==> config.mk <==
export PLATFORM = sky130hd
export DESIGN_NAME = alu_rs_flat
export DESIGN_NICKNAME = d
export VERILOG_FILES = /design/src/rtl/Purple_Jade_pkg.sv /design/src/rtl/alu_rs_if.sv /design/src/rtl/alu_rs_select.sv /design/src/rtl/alu_rs.sv /design/src/flat_wrapper.sv
export SDC_FILE = /design/constraint.sdc
export NUM_CORES = 1
export LEC_CHECK = 0
export ABC_CLOCK_PERIOD_IN_PS = 3590
export BUFFER_PORTS_ARGS = -buffer_cell sky130_fd_sc_hd__buf_4
export CAP_MARGIN = 25
export CORE_MARGIN = 3
export CORE_UTILIZATION = 30
export DETAILED_ROUTE_END_ITERATION = 8
export PLACE_DENSITY = 0.48
export SYNTH_ARGS = -nofsm -noshare
export SYNTH_HDL_FRONTEND = slang
export SYNTH_HIERARCHICAL = 1
export SYNTH_SLANG_ARGS = --single-unit
==> constraint.sdc <==
create_clock -name clk_i -period 3.59 [get_ports clk_i]
set_input_delay 0.359 -clock clk_i [delete_from_list [all_inputs] [get_ports clk_i]]
set_output_delay 0.359 -clock clk_i [all_outputs]
set_load 0.05 [all_outputs]
==> src/rtl/Purple_Jade_pkg.sv <==
// Shared types and sizing for the ALU reservation station and its CDB.
// Station entries, CDB record and the common operand wakeup rule live here.
package Purple_Jade_pkg;
  localparam int RS_ENTRY     = 4;
  localparam int WIDTH_OP     = 4;
  localparam int WORD_SIZE_P  = 32;
  localparam int NUM_PHYS_REG = 64;
  localparam int ROB_ENTRY    = 16;
  localparam int CDB_FLAGS_W  = 4;

  localparam int TAG_W    = $clog2(NUM_PHYS_REG);
  localparam int ROB_W    = $clog2(ROB_ENTRY);
  localparam int RS_IDX_W = $clog2(RS_ENTRY);
  localparam int RS_CNT_W = $clog2(RS_ENTRY + 1);

  typedef struct packed {
    logic                   valid;
    logic [TAG_W-1:0]       dest;
    logic [CDB_FLAGS_W-1:0] flags;
    logic [WORD_SIZE_P-1:0] result;
  } CDB_t;

  localparam int CDB_WIDTH = $bits(CDB_t);

  typedef struct packed {
    logic                   rdy;
    logic [TAG_W-1:0]       tag;
    logic [WORD_SIZE_P-1:0] val;
  } rs_src_t;

  typedef struct packed {
    logic                valid;
    logic [WIDTH_OP-1:0] opcode;
    logic                w_v;
    rs_src_t             src1;
    rs_src_t             src2;
    logic [ROB_W-1:0]    rob_dest;
    logic [TAG_W-1:0]    reg_dest;
  } rs_entry_t;

  // Same capture rule serves both stored-entry wakeup and dispatch bypass.
  function automatic rs_src_t src_wake(input rs_src_t s, input CDB_t c);
    rs_src_t r;
    r = s;
    if (!s.rdy && c.valid && (c.dest == s.tag)) begin
      r.rdy = 1'b1;
      r.val = c.result;
    end
    return r;
  endfunction
endpackage

==> src/rtl/alu_rs_if.sv <==
// Dispatch and issue bundle between rename/dispatch, the ALU station and fu_alu.
interface alu_rs_if;
  import Purple_Jade_pkg::*;

  logic                   dispatch_v_i;
  logic                   dispatch_ready_o;
  logic [WIDTH_OP-1:0]    opcode_i;
  logic                   w_v_i;
  logic                   src1_rdy_i;
  logic                   src2_rdy_i;
  logic [TAG_W-1:0]       src1_tag_i;
  logic [TAG_W-1:0]       src2_tag_i;
  logic [WORD_SIZE_P-1:0] src1_val_i;
  logic [WORD_SIZE_P-1:0] src2_val_i;
  logic [ROB_W-1:0]       rob_dest_i;
  logic [TAG_W-1:0]       reg_dest_i;

  logic                   exe_v_o;
  logic                   w_v_o;
  logic [WIDTH_OP-1:0]    opcode_o;
  logic [WORD_SIZE_P-1:0] operand1_o;
  logic [WORD_SIZE_P-1:0] operand2_o;
  logic [ROB_W-1:0]       rob_dest_o;
  logic [TAG_W-1:0]       reg_dest_o;

  modport master (
    output dispatch_v_i, opcode_i, w_v_i, src1_rdy_i, src2_rdy_i,
           src1_tag_i, src2_tag_i, src1_val_i, src2_val_i, rob_dest_i, reg_dest_i,
    input  dispatch_ready_o, exe_v_o, w_v_o, opcode_o, operand1_o, operand2_o,
           rob_dest_o, reg_dest_o
  );

  modport slave (
    input  dispatch_v_i, opcode_i, w_v_i, src1_rdy_i, src2_rdy_i,
           src1_tag_i, src2_tag_i, src1_val_i, src2_val_i, rob_dest_i, reg_dest_i,
    output dispatch_ready_o, exe_v_o, w_v_o, opcode_o, operand1_o, operand2_o,
           rob_dest_o, reg_dest_o
  );
endinterface

==> src/rtl/alu_rs_select.sv <==
// Oldest-ready pick: lowest set bit of the ready vector, plus a found flag.
module rs_select
  import Purple_Jade_pkg::*;
(
  input  logic [RS_ENTRY-1:0] i_req,
  output logic [RS_IDX_W-1:0] o_idx,
  output logic                o_found
);
  always_comb begin
    o_idx   = '0;
    o_found = 1'b0;
    for (int i = RS_ENTRY - 1; i >= 0; i--) begin
      if (i_req[i]) begin
        o_idx   = RS_IDX_W'(i);
        o_found = 1'b1;
      end
    end
  end
endmodule

==> src/rtl/alu_rs.sv <==
// ALU reservation station: collapsing queue with CDB wakeup/bypass and
// registered single-issue to fu_alu.
module alu_rs
  import Purple_Jade_pkg::*;
(
  input  logic     clk_i,
  input  logic     reset_i,
  input  logic     flush_i,
  input  CDB_t     cdb_i,
  alu_rs_if.slave  bus
);
  rs_entry_t               r_ent [RS_ENTRY];
  logic [RS_CNT_W-1:0]     r_count;
  logic                    r_exe_v;
  logic                    r_w_v;
  logic [WIDTH_OP-1:0]     r_opcode;
  logic [WORD_SIZE_P-1:0]  r_op1;
  logic [WORD_SIZE_P-1:0]  r_op2;
  logic [ROB_W-1:0]        r_rob;
  logic [TAG_W-1:0]        r_reg;

  logic [RS_ENTRY-1:0]     w_req;
  logic [RS_IDX_W-1:0]     w_sel_idx;
  logic                    w_found;
  logic                    w_ready;
  logic                    w_disp_acc;
  logic [RS_CNT_W-1:0]     w_cnt_shift;
  rs_entry_t               w_new;
  rs_entry_t               w_sel;
  // One spare slot on top so the shift always has a (empty) source.
  rs_entry_t               w_woke [RS_ENTRY+1];
  rs_entry_t               w_nxt  [RS_ENTRY];

  for (genvar g = 0; g < RS_ENTRY; g++) begin : g_req
    assign w_req[g] = r_ent[g].valid & r_ent[g].src1.rdy & r_ent[g].src2.rdy;
  end

  rs_select u_sel (
    .i_req   (w_req),
    .o_idx   (w_sel_idx),
    .o_found (w_found)
  );

  assign w_ready     = (r_count < RS_CNT_W'(RS_ENTRY));
  assign w_disp_acc  = bus.dispatch_v_i & w_ready & ~flush_i;
  assign w_cnt_shift = r_count - RS_CNT_W'(w_found);
  assign w_sel       = r_ent[w_sel_idx];

  always_comb begin
    w_new          = '0;
    w_new.valid    = 1'b1;
    w_new.opcode   = bus.opcode_i;
    w_new.w_v      = bus.w_v_i;
    w_new.src1     = src_wake('{rdy: bus.src1_rdy_i, tag: bus.src1_tag_i, val: bus.src1_val_i}, cdb_i);
    w_new.src2     = src_wake('{rdy: bus.src2_rdy_i, tag: bus.src2_tag_i, val: bus.src2_val_i}, cdb_i);
    w_new.rob_dest = bus.rob_dest_i;
    w_new.reg_dest = bus.reg_dest_i;
  end

  // Wake first, then collapse, so captured values travel with their entry.
  always_comb begin
    for (int i = 0; i <= RS_ENTRY; i++) w_woke[i] = '0;
    for (int i = 0; i < RS_ENTRY; i++) begin
      w_woke[i] = r_ent[i];
      if (r_ent[i].valid) begin
        w_woke[i].src1 = src_wake(r_ent[i].src1, cdb_i);
        w_woke[i].src2 = src_wake(r_ent[i].src2, cdb_i);
      end
    end
    for (int i = 0; i < RS_ENTRY; i++) begin
      if (w_found && (RS_IDX_W'(i) >= w_sel_idx)) w_nxt[i] = w_woke[i+1];
      else                                        w_nxt[i] = w_woke[i];
      if (w_disp_acc && (RS_CNT_W'(i) == w_cnt_shift)) w_nxt[i] = w_new;
    end
  end

  always_ff @(posedge clk_i) begin
    if (reset_i || flush_i) begin
      for (int i = 0; i < RS_ENTRY; i++) r_ent[i] <= '0;
      r_count  <= '0;
      r_exe_v  <= 1'b0;
      r_w_v    <= 1'b0;
      r_opcode <= '0;
      r_op1    <= '0;
      r_op2    <= '0;
      r_rob    <= '0;
      r_reg    <= '0;
    end else begin
      r_ent    <= w_nxt;
      r_count  <= w_cnt_shift + RS_CNT_W'(w_disp_acc);
      r_exe_v  <= w_found;
      r_w_v    <= w_found & w_sel.w_v;
      r_opcode <= w_sel.opcode;
      r_op1    <= w_sel.src1.val;
      r_op2    <= w_sel.src2.val;
      r_rob    <= w_sel.rob_dest;
      r_reg    <= w_sel.reg_dest;
    end
  end

  assign bus.dispatch_ready_o = w_ready;
  assign bus.exe_v_o          = r_exe_v;
  assign bus.w_v_o            = r_w_v;
  assign bus.opcode_o         = r_opcode;
  assign bus.operand1_o       = r_op1;
  assign bus.operand2_o       = r_op2;
  assign bus.rob_dest_o       = r_rob;
  assign bus.reg_dest_o       = r_reg;
endmodule

==> src/flat_wrapper.sv <==
// flat-port wrapper written by rule: the top's interface ports become plain ports
module alu_rs_flat import Purple_Jade_pkg::*;
  (clk_i, reset_i, flush_i, cdb_i, bus_dispatch_v_i, bus_opcode_i, bus_w_v_i, bus_src1_rdy_i, bus_src2_rdy_i, bus_src1_tag_i, bus_src2_tag_i, bus_src1_val_i, bus_src2_val_i, bus_rob_dest_i, bus_reg_dest_i, bus_dispatch_ready_o, bus_exe_v_o, bus_w_v_o, bus_opcode_o, bus_operand1_o, bus_operand2_o, bus_rob_dest_o, bus_reg_dest_o);
  alu_rs_if bus_i ();
  input  logic clk_i;
  input  logic reset_i;
  input  logic flush_i;
  input  CDB_t cdb_i;
  input wire logic [$bits(bus_i.dispatch_v_i)-1:0] bus_dispatch_v_i;
  input wire logic [$bits(bus_i.opcode_i)-1:0] bus_opcode_i;
  input wire logic [$bits(bus_i.w_v_i)-1:0] bus_w_v_i;
  input wire logic [$bits(bus_i.src1_rdy_i)-1:0] bus_src1_rdy_i;
  input wire logic [$bits(bus_i.src2_rdy_i)-1:0] bus_src2_rdy_i;
  input wire logic [$bits(bus_i.src1_tag_i)-1:0] bus_src1_tag_i;
  input wire logic [$bits(bus_i.src2_tag_i)-1:0] bus_src2_tag_i;
  input wire logic [$bits(bus_i.src1_val_i)-1:0] bus_src1_val_i;
  input wire logic [$bits(bus_i.src2_val_i)-1:0] bus_src2_val_i;
  input wire logic [$bits(bus_i.rob_dest_i)-1:0] bus_rob_dest_i;
  input wire logic [$bits(bus_i.reg_dest_i)-1:0] bus_reg_dest_i;
  output wire logic [$bits(bus_i.dispatch_ready_o)-1:0] bus_dispatch_ready_o;
  output wire logic [$bits(bus_i.exe_v_o)-1:0] bus_exe_v_o;
  output wire logic [$bits(bus_i.w_v_o)-1:0] bus_w_v_o;
  output wire logic [$bits(bus_i.opcode_o)-1:0] bus_opcode_o;
  output wire logic [$bits(bus_i.operand1_o)-1:0] bus_operand1_o;
  output wire logic [$bits(bus_i.operand2_o)-1:0] bus_operand2_o;
  output wire logic [$bits(bus_i.rob_dest_o)-1:0] bus_rob_dest_o;
  output wire logic [$bits(bus_i.reg_dest_o)-1:0] bus_reg_dest_o;
  assign bus_i.dispatch_v_i = bus_dispatch_v_i;
  assign bus_i.opcode_i = bus_opcode_i;
  assign bus_i.w_v_i = bus_w_v_i;
  assign bus_i.src1_rdy_i = bus_src1_rdy_i;
  assign bus_i.src2_rdy_i = bus_src2_rdy_i;
  assign bus_i.src1_tag_i = bus_src1_tag_i;
  assign bus_i.src2_tag_i = bus_src2_tag_i;
  assign bus_i.src1_val_i = bus_src1_val_i;
  assign bus_i.src2_val_i = bus_src2_val_i;
  assign bus_i.rob_dest_i = bus_rob_dest_i;
  assign bus_i.reg_dest_i = bus_reg_dest_i;
  assign bus_dispatch_ready_o = bus_i.dispatch_ready_o;
  assign bus_exe_v_o = bus_i.exe_v_o;
  assign bus_w_v_o = bus_i.w_v_o;
  assign bus_opcode_o = bus_i.opcode_o;
  assign bus_operand1_o = bus_i.operand1_o;
  assign bus_operand2_o = bus_i.operand2_o;
  assign bus_rob_dest_o = bus_i.rob_dest_o;
  assign bus_reg_dest_o = bus_i.reg_dest_o;
  alu_rs u_core (.clk_i(clk_i), .reset_i(reset_i), .flush_i(flush_i), .cdb_i(cdb_i), .bus(bus_i));
endmodule
==> results.ini <==
[status]
status=finished, final reports clean

[power]
pwr_density_cell_nw_per_um2=415
leakagePower_uw=0.0116
total_power_uw=12200
ir_drop_v=0.000359

[cells_and_area]
instances_no_fill=3939
multi_input_area_sq_um=14000
seq_area_sq_um=9190
drive_above_1_share_pct=19.7
area_growth_pct=21.2
fillers=8074
fin_nets=2983

[die]
core_area_sq_um=79600
dieArea_sq_um=84400
die_h_um=291
die_x_um=291
io_pins=221
start_util_pct=30.5
rows=103

[min_path]
min_from=bus_src1_val_i[10]
holdPathEnd=u_core/r_ent[341]
hold_depth=3
hold_path_class=primary input to flip-flop

[place]
portBuffers=216
post-place-ws_ps=-25.8
gp_congestion=0.855
place_hpwl_mm=66.9
dp.cells=3799

[route]
drt_iter0_drc=2579
post_drt_wl_per_cell_um=27.4
ant_nets=0
routed_wirelength_mm=108
drcViolationCount=0
viasPerCell=5.95
first_pass_iters=6
vias=23445

[synth]
async_reset_ff_share_pct=0
seq_area_frac_synth_pct=37.8
syn_area_per_cell_sq_um=8.97
synth-main-ff-cell=dfxtp_1
ys_ff_latch=459
syn_nets=2853
yosysUniqueCellTypes=75
netlist_instances=2709
synth_edf_count=0
ys_warn_count=6
syn_area_sq_um=24300

[global_routing]
grt_usage_pct=24.4
grt_pass1_wl_mm=158
grt_max_degree=75
grt_pass1_vias=23634
antenna_found_initial=5
overflow=0

[cts]
clk_path_buf_depth=3
cts_made_buffers=56
ctsHtreeMaxLevel=2
path_clk_slew_ps=60
cts.sinks=459
root_buffer=clkbuf_16
clkLatencyLatePin_ps=650
cts_tree=yes

[timing]
max_freq_mhz=296
timing.final.crit_share_pct=94.0
tightest_slew_ps=1070
finClkSkew_ps=36.8
slew_viol_final=0
timing.final.ws_setup_ps=215
max_slew_margin_pct=28.2
post-route-min-period_ps=3370
grt_setup_unrepaired=false
hold_violations=0
whs_ps=30.2
setup_viol=0

[setup_path]
r2r-start=u_core/r_ent[142]
cp.arrival_ps=3900
cp-end-kind=flip-flop
r2r-end=u_core/r_ent[340]
rr_worst_depth=11
critPathRequiredTime_ps=4120
critPathLaunchType=flip-flop
cp_slowest_cell=or4b_4
worstPathMaxFanout=8
worstSetupPathType=flip-flop to flip-flop
rrSetupSlack_ps=220
crit_chain=and3_1 -> nor2_1 -> nand2_1 -> ha_1 -> ha_1 -> or4b_4 -> nor2_8 -> nor2_1 -> and2_1 -> a32o_1 -> o31a_1
max_stage_delay_ps=640

[flow_run]
drv_cap=0

sequential cells by signal, indices dropped and copies added (netlist names):
register               flops
u_core/bus.operand2_o     32
u_core/bus.reg_dest_o      6
u_core/bus.rob_dest_o      4
u_core/bus.opcode_o        4
u_core/r_count             3
u_core/r_ent             376
u_core/bus.operand1_o     32
u_core/bus.w_v_o           1
u_core/bus.exe_v_o         1
worst max-delay path: cells and delay by family, from the launching register on:
kind,cells,cell delay [ps]
compound gates,2,580
fa+ha+maj,2,440
flops,1,340
simple gates,7,1940
layout make-up:
cell class	count	area share [%]
multi-input combinational	1937	47.5
sequential	459	31.2
timing repair buffer	353	9.81
clock buffer	87	5.66
tap	1050	4.46
clock inverter	17	0.901
inverter	32	0.408
antenna	4	0.0340
per-stage QoR:
stage / TNS [ps] / instance area (sq um) / util [%]
final: 0 / 29400 / 37.0
after global routing: 0 / 29400 / 37.0
after floorplan: 0 / 24300 / -
after global placement: 0 / 27200 / 34.1
after detailed placement: -25.8 / 27200 / 34.1
after CTS: 0 / 29400 / 36.9
timing repair:
action	4_1_cts	5_1_grt
hold buffers	31	0
buffers inserted	0	0
pin swaps	0	1
endpoints found under the setup margin	1	4
hold endpoints to repair	31	0
gates resized for setup	2	2
worst max-delay path by stage:
| stage | start | endpoint | cells past startpoint |
|---|---|---|---|
| after detailed placement | u_core/r_ent[369] | u_core/r_ent[303] | 11 |
| after floorplan | u_core/r_ent[142] | u_core/r_ent[340] | 13 |
| after CTS | u_core/r_ent[181] | u_core/r_ent[294] | 12 |
| final | u_core/r_ent[142] | u_core/r_ent[340] | 11 |
| after global routing | u_core/r_ent[181] | u_core/r_ent[294] | 12 |
| after global placement | u_core/r_ent[142] | u_core/r_ent[294] | 12 |
placed cells by master, fill, tap and decap left out, types with 16 or more instances in the layout:
cell / n
clkbuf_16: 56
a211oi_1: 18
nand3_1: 45
a221o_1: 25
a311oi_1: 86
xor2_1: 26
inv_1: 32
o21a_1: 23
a2bb2oi_1: 17
xnor2_1: 36
buf_4: 308
a31oi_1: 17
nand3b_1: 32
nor2_1: 238
clkbuf_1: 16
o21ai_0: 141
mux2i_1: 184
mux4_2: 79
mux2_2: 23
nor3_1: 74
and2_1: 86
o311ai_0: 16
o22a_1: 98
dlygate4sd3_1: 31
o22ai_1: 31
a21oi_1: 145
nand2_1: 255
dfxtp_1: 459
o31ai_1: 30
o311a_1: 24
per-layer routing:
metal,up-vias,track usage (%),routed length (um)
li1,10307,-,-
met5,-,0,0
met1,11639,31.4,44100
met3,255,4.47,8800
met2,1244,39.5,49700
met4,0,11.9,5370
cells in the mapped netlist, types with 32 or more instances:
cell	n	area share, %
dfxtp_1	459	38
nand2_1	259	4.0
nor2_1	241	3.7
clkbuf_1	188	2.9
mux2i_1	184	7.6
a21oi_1	145	3.0
o21ai_0	142	2.9
o22a_1	98	3.5
and2_1	87	2.2
a311oi_1	86	3.1
mux4_2	79	7.3
nor3_1	77	1.6
buf_2	58	1.2
nand3_1	50	1.0
xnor2_1	36	1.3
inv_1	32	0.49
nand3b_1	32	0.99
where the power goes:
part	switching, uW	internal [uW]	total (uW)	leakage, uW
registers	27.9	5150	5180	0.00370
logic	646	347	993	0.00695
clock network	2420	3620	6040	0.000954
total	3100	9110	12200	0.0116
logic make-up after synthesis:
family,synth area share [%]
and+or+nand+nor,15.9
AOI/OAI and AO/OA,22.5
DFF,37.8
buffers and inverters,5.34
muxes,16.0
xor gates and xnor gates,2.24
adders and majority gates,0.206
Note: power is estimated with default switching activity, not from simulation.
